--- src/rtl/fifo_wr_ctrl.sv ---
// fifo_wr_ctrl: write-side controller of the async FIFO (write clock domain).
// Accepts a valid/ready stream, drives the RAM write port, owns the binary
// write pointer and derives full / almost_full / level against the
// synchronized read pointer.
module fifo_wr_ctrl #(
  parameter int unsigned DATA_WIDTH = 8,
  parameter int unsigned ADDR_WIDTH = 4,
  parameter int unsigned AFULL_TH   = 12,
  parameter int unsigned HOLD_CYC   = 3
) (
  input  logic                  clk,
  input  logic                  rst,
  input  logic                  s_valid,
  input  logic [DATA_WIDTH-1:0] s_data,
  output logic                  s_ready,
  output logic                  ram_we,
  output logic [ADDR_WIDTH-1:0] ram_waddr,
  output logic [DATA_WIDTH-1:0] ram_wdata,
  input  logic [ADDR_WIDTH:0]   rd_ptr_sync,
  output logic [ADDR_WIDTH:0]   wr_ptr,
  output logic                  full,
  output logic                  almost_full,
  output logic [ADDR_WIDTH:0]   wr_level,
  output logic                  ovf,
  input  logic                  ovf_clr,
  output logic                  ptr_err
);

  localparam int unsigned PTR_W = ADDR_WIDTH + 1;
  localparam int unsigned DEPTH = 2 ** ADDR_WIDTH;
  localparam int unsigned CNT_W = (HOLD_CYC > 1) ? $clog2(HOLD_CYC) : 1;

  typedef enum logic {
    HOLD = 1'b0,
    RUN  = 1'b1
  } state_e;

  state_e             state_q, state_d;
  logic [CNT_W-1:0]   hold_cnt_q, hold_cnt_d;
  logic [PTR_W-1:0]   wr_ptr_q, wr_ptr_d;
  logic [PTR_W-1:0]   level_q, level_d;
  logic               full_q, full_d;
  logic               afull_q, afull_d;
  logic               ovf_q, ovf_d;
  logic               ptr_err_q, ptr_err_d;
  logic               ready_c;
  logic               accept_c;
  logic [PTR_W-1:0]   lvl_next_c;

  // Handshake and RAM write port; ready is derived from registered state only.
  always_comb begin
    ready_c  = (state_q == RUN) && !full_q;
    accept_c = s_valid && ready_c;
  end

  assign s_ready     = ready_c;
  assign ram_we      = accept_c;
  assign ram_waddr   = wr_ptr_q[ADDR_WIDTH-1:0];
  assign ram_wdata   = s_data;
  assign wr_ptr      = wr_ptr_q;
  assign full        = full_q;
  assign almost_full = afull_q;
  assign wr_level    = level_q;
  assign ovf         = ovf_q;
  assign ptr_err     = ptr_err_q;

  // State, counter and flag registers.
  always_ff @(posedge clk or posedge rst) begin
    if (rst) begin
      state_q    <= HOLD;
      hold_cnt_q <= '0;
      wr_ptr_q   <= '0;
      level_q    <= '0;
      full_q     <= 1'b0;
      afull_q    <= 1'b0;
      ovf_q      <= 1'b0;
      ptr_err_q  <= 1'b0;
    end else begin
      state_q    <= state_d;
      hold_cnt_q <= hold_cnt_d;
      wr_ptr_q   <= wr_ptr_d;
      level_q    <= level_d;
      full_q     <= full_d;
      afull_q    <= afull_d;
      ovf_q      <= ovf_d;
      ptr_err_q  <= ptr_err_d;
    end
  end

  // Next-state: hold-off sequencing, pointer advance and level/flag update.
  always_comb begin
    state_d    = state_q;
    hold_cnt_d = hold_cnt_q;
    wr_ptr_d   = wr_ptr_q;
    ovf_d      = ovf_q;
    ptr_err_d  = ptr_err_q;

    // Keep s_ready low long enough for the unreset read-pointer synchronizer to flush.
    case (state_q)
      HOLD: begin
        if (hold_cnt_q == CNT_W'(HOLD_CYC - 1)) begin
          state_d    = RUN;
          hold_cnt_d = '0;
        end else begin
          hold_cnt_d = hold_cnt_q + CNT_W'(1);
        end
      end
      RUN: begin
        state_d = RUN;
      end
      default: begin
        state_d = HOLD;
      end
    endcase

    wr_ptr_d   = wr_ptr_q + PTR_W'(accept_c);
    // Read pointer lags, so this level is never an underestimate.
    lvl_next_c = wr_ptr_d - rd_ptr_sync;
    level_d    = lvl_next_c;
    // Anything above DEPTH is an illegal relation; treat it as full too.
    full_d     = (lvl_next_c >= PTR_W'(DEPTH));
    afull_d    = (lvl_next_c >= PTR_W'(AFULL_TH));
    if (lvl_next_c > PTR_W'(DEPTH)) begin
      ptr_err_d = 1'b1;
    end

    // Set beats clear when both happen in the same cycle.
    if ((state_q == RUN) && s_valid && !ready_c) begin
      ovf_d = 1'b1;
    end else if (ovf_clr) begin
      ovf_d = 1'b0;
    end
  end

endmodule

--- config.mk ---
export PLATFORM = sky130hd
export DESIGN_NAME = fifo_wr_ctrl
export DESIGN_NICKNAME = d
export VERILOG_FILES = /design/src/rtl/fifo_wr_ctrl.sv
export SDC_FILE = /design/constraint.sdc
export NUM_CORES = 1
export LEC_CHECK = 0
export ABC_CLOCK_PERIOD_IN_PS = 2100
export CAP_MARGIN = 20
export CORE_MARGIN = 1
export CORE_UTILIZATION = 35
export DETAILED_ROUTE_END_ITERATION = 8
export PLACE_DENSITY = 0.75
export SETUP_SLACK_MARGIN = 0.2
export SYNTH_ARGS = -nofsm -noshare
export SYNTH_HDL_FRONTEND = slang
export SYNTH_SLANG_ARGS = --single-unit
--- constraint.sdc ---
create_clock -name clk -period 2.1 [get_ports clk]
set_input_delay 0.315 -clock clk [delete_from_list [all_inputs] [get_ports clk]]
set_output_delay 0.315 -clock clk [all_outputs]
set_load 0.01 [all_outputs]
Yosys cells after proc, flatten, opt, wreduce, memory -nomap -nowiden
Cells that the tools add are included.
Word-level totals
  register bits: 17
  input port bits: 17
  output and inout bits: 28
  word-level logic and storage cells: 28
Operators by class
  add/sub/neg operators: 3
  magnitude comparators: 3
  equal/unequal tests: 1
  muxes and demuxes: 5
  bitwise operators: 1
  reduce and logical (&&, ||, !) cells: 7
Operator list (count)
  adder 5 x 1 -> 5 bit: 1
  greater-or-equal comparator 5 x 4 -> 1 bit (second input constant): 1
  greater-or-equal comparator 5 bit (second input constant): 1
  > comparator 5 bit (second input constant): 1
  subtractor 5 bit: 1
  logical AND 1 bit: 4
  2-to-1 mux 1 bit: 3
  adder 2 x 1 -> 2 bit (second input constant): 1
  equality test 2 bit (second input constant): 1
  logical NOT 1 bit: 2
  2-to-1 mux 2 bit: 1
  one-hot mux 1 bit (2 select lines): 1
  nonzero test 2 bit: 1
  NOT 1 bit: 1

Logic depth before layout (Yosys ltp)
Gate-level depths: netlist of run 1.
  depth after elaboration: 6
  gate-level depth with buffers: 11
  gate-level depth less buffers: 11

Worst setup path before layout of run 1
No wires, ideal clock.
  path type: register -> register
  from: register state_q
  to: register ptr_err_q (netlist: ptr_err)
  setup time: 126 ps
  data arrival time: 2337 ps
  path slack: -363 ps
  stages on the path, launching flop included: 12
  clock period less this slack: 2463 ps
  path through: dfrtp_1 -> nand2_1 -> nor2_1 -> ha_1 -> inv_1 -> ha_1 -> inv_1 -> fa_1 -> xnor2_1 -> inv_1 -> or3_1 -> o311a_1
Between the ends
  word-level cells in the longest chain between the ends: 5
RTL lines
  from (decl): line 38  | state_e state_q, state_d;
  from (signal assigned): line 79  | state_q <= state_d;
  logical AND 1 bit: line 52  | ready_c = (state_q == RUN) && !full_q;
  logical AND 1 bit: line 53  | accept_c = s_valid && ready_c;
  named net ram_we: line 16  | output logic ram_we,
  adder 5 x 1 -> 5 bit: line 116  | wr_ptr_d = wr_ptr_q + PTR_W'(accept_c);
  named net wr_ptr_d[0]: line 40  | logic [PTR_W-1:0] wr_ptr_q, wr_ptr_d;
  subtractor 5 bit: line 118  | lvl_next_c = wr_ptr_d - rd_ptr_sync;
  named net level_d[2]: line 41  | logic [PTR_W-1:0] level_q, level_d;
  > comparator 5 bit: line 123  | if (lvl_next_c > PTR_W'(DEPTH)) begin
  to (signal assigned): line 86  | ptr_err_q <= ptr_err_d;
  to (decl): line 45  | logic ptr_err_q, ptr_err_d;
The timed path passes the listed nets, and every way through them passes these cells.
A chain may end at the register's enable or synchronous reset.

Worst setup path in the final report of run 1
  from: register full_q (netlist: full)
  to: register ptr_err_q (netlist: ptr_err)
Between the ends
  word-level cells in the longest chain between the ends: 6
RTL lines
  from (decl): line 42  | logic full_q, full_d;
  from (signal assigned): line 83  | full_q <= full_d;
  logical NOT 1 bit: line 52
  logical AND 1 bit: line 52
  logical AND 1 bit: line 53
  adder 5 x 1 -> 5 bit: line 116
  named net wr_ptr_d[0]: line 40
  subtractor 5 bit: line 118
  named net level_d[2]: line 41
  > comparator 5 bit: line 123
The timed path passes the listed nets, and every way through them passes these cells.

==> results of run 1 <==
routing by layer:
| metal | vias up | global-route usage, % |
|---|---|---|
| li1 | 307 | - |
| met2 | 29 | 24.6 |
| met1 | 298 | 15.9 |
| met5 | - | 0 |
| met3 | 4 | 3.22 |
| met4 | 0 | 9.65 |
layout make-up:
cell class                      instances  area, sq um  share of cell area, %
Tap cell                               28         35.0                   2.60
Sequential cell                        17          425                   31.5
Inverter                               13         51.3                   3.80
Clock buffer                            3         22.5                   1.67
Multi-Input combinational cell         37          419                   31.1
Timing Repair Buffer                   43          388                   28.8
Clock inverter                          1         7.51                  0.557
worst max-delay path by stage:
stage	start	end	depth (start not counted)	slack (ps)
5_1_grt	state_q	ptr_err	11	-310
2_1_floorplan	state_q	ptr_err	11	-210
3_5_place_dp	s_valid	ptr_err	12	-660
6_report	full	ptr_err	10	-170
3_3_place_gp	s_valid	ptr_err	12	-620
4_1_cts	full	ptr_err	10	-180
state kept, by name, indices dropped and copies added (netlist names):
signal and count:
almost_full 1, wr_ptr 5, ptr_err 1, full 1
hold_cnt_q 2, wr_level 5, ovf 1, state_q 1
Yosys cell counts (all sizes together):
master	number
xor3	1
mux2	1
or3	2
o21bai	1
nand3	3
xnor2	5
nand2	5
nand3b	1
dfrtp	17
xor2	1
buf	12
o21ai	2
a21oi	2
a21bo	1
fa	1
nor2	2
inv	12
clkinv	1
ha	6
o311a	1
a21o	1
nor2b	1
logic make-up after synthesis:
kind of cell             share of synthesized area (%)
buffers and inverters                             15.8
XOR/XNOR                                          8.82
AO/OA/AOI/OAI                                     6.68
adder cells (fa/ha/maj)                           10.8
multiplexers                                      1.28
flip-flops                                        48.4
AND/OR/NAND/NOR                                   8.25
power by group through the flow:
stage               Sequential, W  Combinational [W]  Clock, W
floorplan                0.000622           0.000615         0
global placement         0.000552            0.00128         0
detailed placement       0.000560            0.00131         0
CTS                      0.000561            0.00140  0.000179
global route             0.000573            0.00162  0.000191
finish                   0.000559            0.00147  0.000172
placed cells by master, fill, tap and decap left out, types with 2 or more instances in the layout:
master                            Yosys  layout
sky130_fd_sc_hd__clkdlybuf4s50_1      0      25
sky130_fd_sc_hd__dfrtp_1             17      17
sky130_fd_sc_hd__buf_4               12      16
sky130_fd_sc_hd__inv_1               12       8
sky130_fd_sc_hd__nand2_1              5       4
sky130_fd_sc_hd__ha_4                 0       4
sky130_fd_sc_hd__inv_2                0       3
sky130_fd_sc_hd__xnor2_1              5       3
sky130_fd_sc_hd__clkbuf_4             0       3
sky130_fd_sc_hd__nand3_1              2       2
sky130_fd_sc_hd__a21oi_2              0       2
sky130_fd_sc_hd__xnor2_2              0       2
sky130_fd_sc_hd__or3_1                2       2
sky130_fd_sc_hd__ha_1                 6       2
sky130_fd_sc_hd__dlygate4sd2_1        0       2
stage by stage:
step                      TNS (ps)  util (%)  hold slack, ps
after detailed placement     -2620      53.7             460
after CTS                     -214      57.1             415
after floorplan               -283         -             241
final                         -201      58.7             402
after global routing          -625      58.7             451
after global placement       -2460      53.7             446
timing repair:
item,CTS,global route
pin swaps,4,4
resized for setup,8,4
setup buffers,2,3
setup endpoints to repair,6,6
==> flow_metrics.py, run 1 <==
metrics = {
    "floorplan": {
        "boundaryPins": 45,
        "effective_utilization_at_floorplan_pct": 38.3,
        "rows": 17,
        "die_w_um": 52.1,
        "die_area_sq_mm": 0.00272,
        "die-height_um": 52.1,
        "core-area_sq_mm": 0.00230,
    },
    "pwr": {
        "power.combinational.fraction_pct": 66.8,
        "power.total_w": 0.00220,
        "intPower_w": 0.00142,
        "power.static_leakage_nw": 0.614,
        "pwrdens_mw_per_mm2": 1630,
        "clockPowerShare_pct": 7.8,
        "sequentialPowerShare_pct": 25.4,
        "p_switching_w": 0.000781,
        "vdd.ir_drop.worst_mv": 0.833,
        "switching_share_pct": 35.4,
    },
    "sta": {
        "skew_ps": 2.13,
        "period_needed_ps": 2270,
        "max_freq_ghz": 0.440,
        "setup_viol": 2,
        "slew_viol_final": 0,
        "min_period_over_period_pct": 108,
        "slew-limit-headroom_pct": 58.7,
        "hold_violations": 0,
        "grt_setup_unrepaired": "true",
        "timing.final.ws_setup_ps": -174,
        "transition_time_at_the_pin_with_the_least_slew_margin_ps": 618,
    },
    "setup_path": {
        "cp.buffers_inverters": 3,
        "worst_r2r_startpoint": "full",
        "critical_path_class": "flip-flop to flip-flop",
        "critPathMostFrequentCell": "sky130_fd_sc_hd__ha_4",
        "r2r_end": "ptr_err",
        "crit_path_top_delay_cell": "sky130_fd_sc_hd__dfrtp_1",
        "cp.required_ps": 2280,
        "worstRegToRegCells": 10,
        "timing.critical_path.from_type": "flip-flop",
        "critical_path.endpoint_type": "flip-flop",
        "timing.reg2reg.setup_slack_ps": -170,
        "critPathMaxStageDelay_ps": 420,
        "critPathTopFamily": "adder cells",
        "path_cells": "nor2_4 > ha_4 > inv_4 > ha_4 > inv_2 > fa_2 > xnor2_2 > inv_1 > or3_1 > o311a_1",
        "timing.critical_path.fanout_max": 2,
        "worst_ep_arrival_time_ps": 2450,
    },
    "drt": {
        "detailroute.via_count": 638,
        "detail-route-antenna-nets": 0,
        "topRoutingLayerUsed": "met4",
        "met2_wirelength_um": 820,
        "initialDrtViolationCount": 11,
        "firstDrtPassIters": 4,
        "wl_per_cell_um": 11.5,
        "length_of_routed_met3_wiring_um": 106,
        "detail_route.wirelength.met1_um": 674,
        "wirelength_routed_mm": 1.64,
        "post-route-drc-count": 0,
        "detail_route.vias_per_cell": 4.49,
    },
    "synth": {
        "synth_cell_type_count": 24,
        "share_of_the_yosys_chip_area_belonging_to_registers_pct": 48.4,
        "yosys.area.top_type": "sky130_fd_sc_hd__dfrtp_1",
        "flip_flop_and_latch_count_after_synthesis": 17,
        "mappedNetlistArea_sq_um": 880,
        "synth_top_area_share_pct": 48.4,
        "synthTopCellsByArea": "sky130_fd_sc_hd__dfrtp_1 (48%), sky130_fd_sc_hd__buf_4 (10%), sky130_fd_sc_hd__ha_1 (8.5%)",
        "yosys_warnings": 0,
        "synth_nets": 103,
        "post_synth_inst_count": 79,
        "post_synth.cell_area_avg_sq_um": 11.1,
    },
    "placed_design": {
        "placed_cell_count": 133,
        "dp.final_hpwl_mm": 1.28,
        "portBuffers": 28,
        "dp_slack_ps": -661,
        "gpl.final_weighted_congestion": 0.708,
        "post_dp_cell_area_sq_mm": 0.00123,
    },
    "run_status": {
        "status": "complete, but fails checks",
        "violated_checks": "setup timing",
    },
    "final_layout": {
        "num-fill-cells": 187,
        "area_growth_syn_to_layout_pct": 53.3,
        "finish.cell_count_without_fillers": 142,
        "insertedDiodeCount": 0,
        "number_of_nets_in_the_layout": 139,
        "drive_gt1_share_pct": 35.1,
        "final_area_sq_mm": 0.00135,
    },
    "cts": {
        "clock_insertion_delay_worst_skew_ps": 280,
        "clk_path_buf_depth": 2,
        "ctsHoldBuffers": 0,
        "tritoncts": "done",
        "root_driver": "sky130_fd_sc_hd__clkbuf_4",
        "clock_sink_count": 17,
        "cts_buffers": 3,
        "cts_htree_levels": 1,
        "path_clk_slew_ps": 100,
    },
    "grt": {
        "globalRoute.totalOverflow": 0,
        "grt_pass1_wl_mm": 2.76,
        "grt_antenna_before_repair": 0,
        "grt.total_usage_pct": 14.4,
        "first_global_vias": 659,
        "grt_start_max_net_pins": 18,
    },
    "worst_hold_path": {
        "worst_hold_path_type": "primary input to asynchronous set/reset pin",
    },
    "run": {
        "max-cap-violations": 0,
    },
}
Power figures use the tool's default switching activity.
==> inputs of run 2 (changes only) <==
- CAP_MARGIN: 20 -> unset
==> results of run 2 <==
Final layout, timing and power as in run 1 (identical DEF).
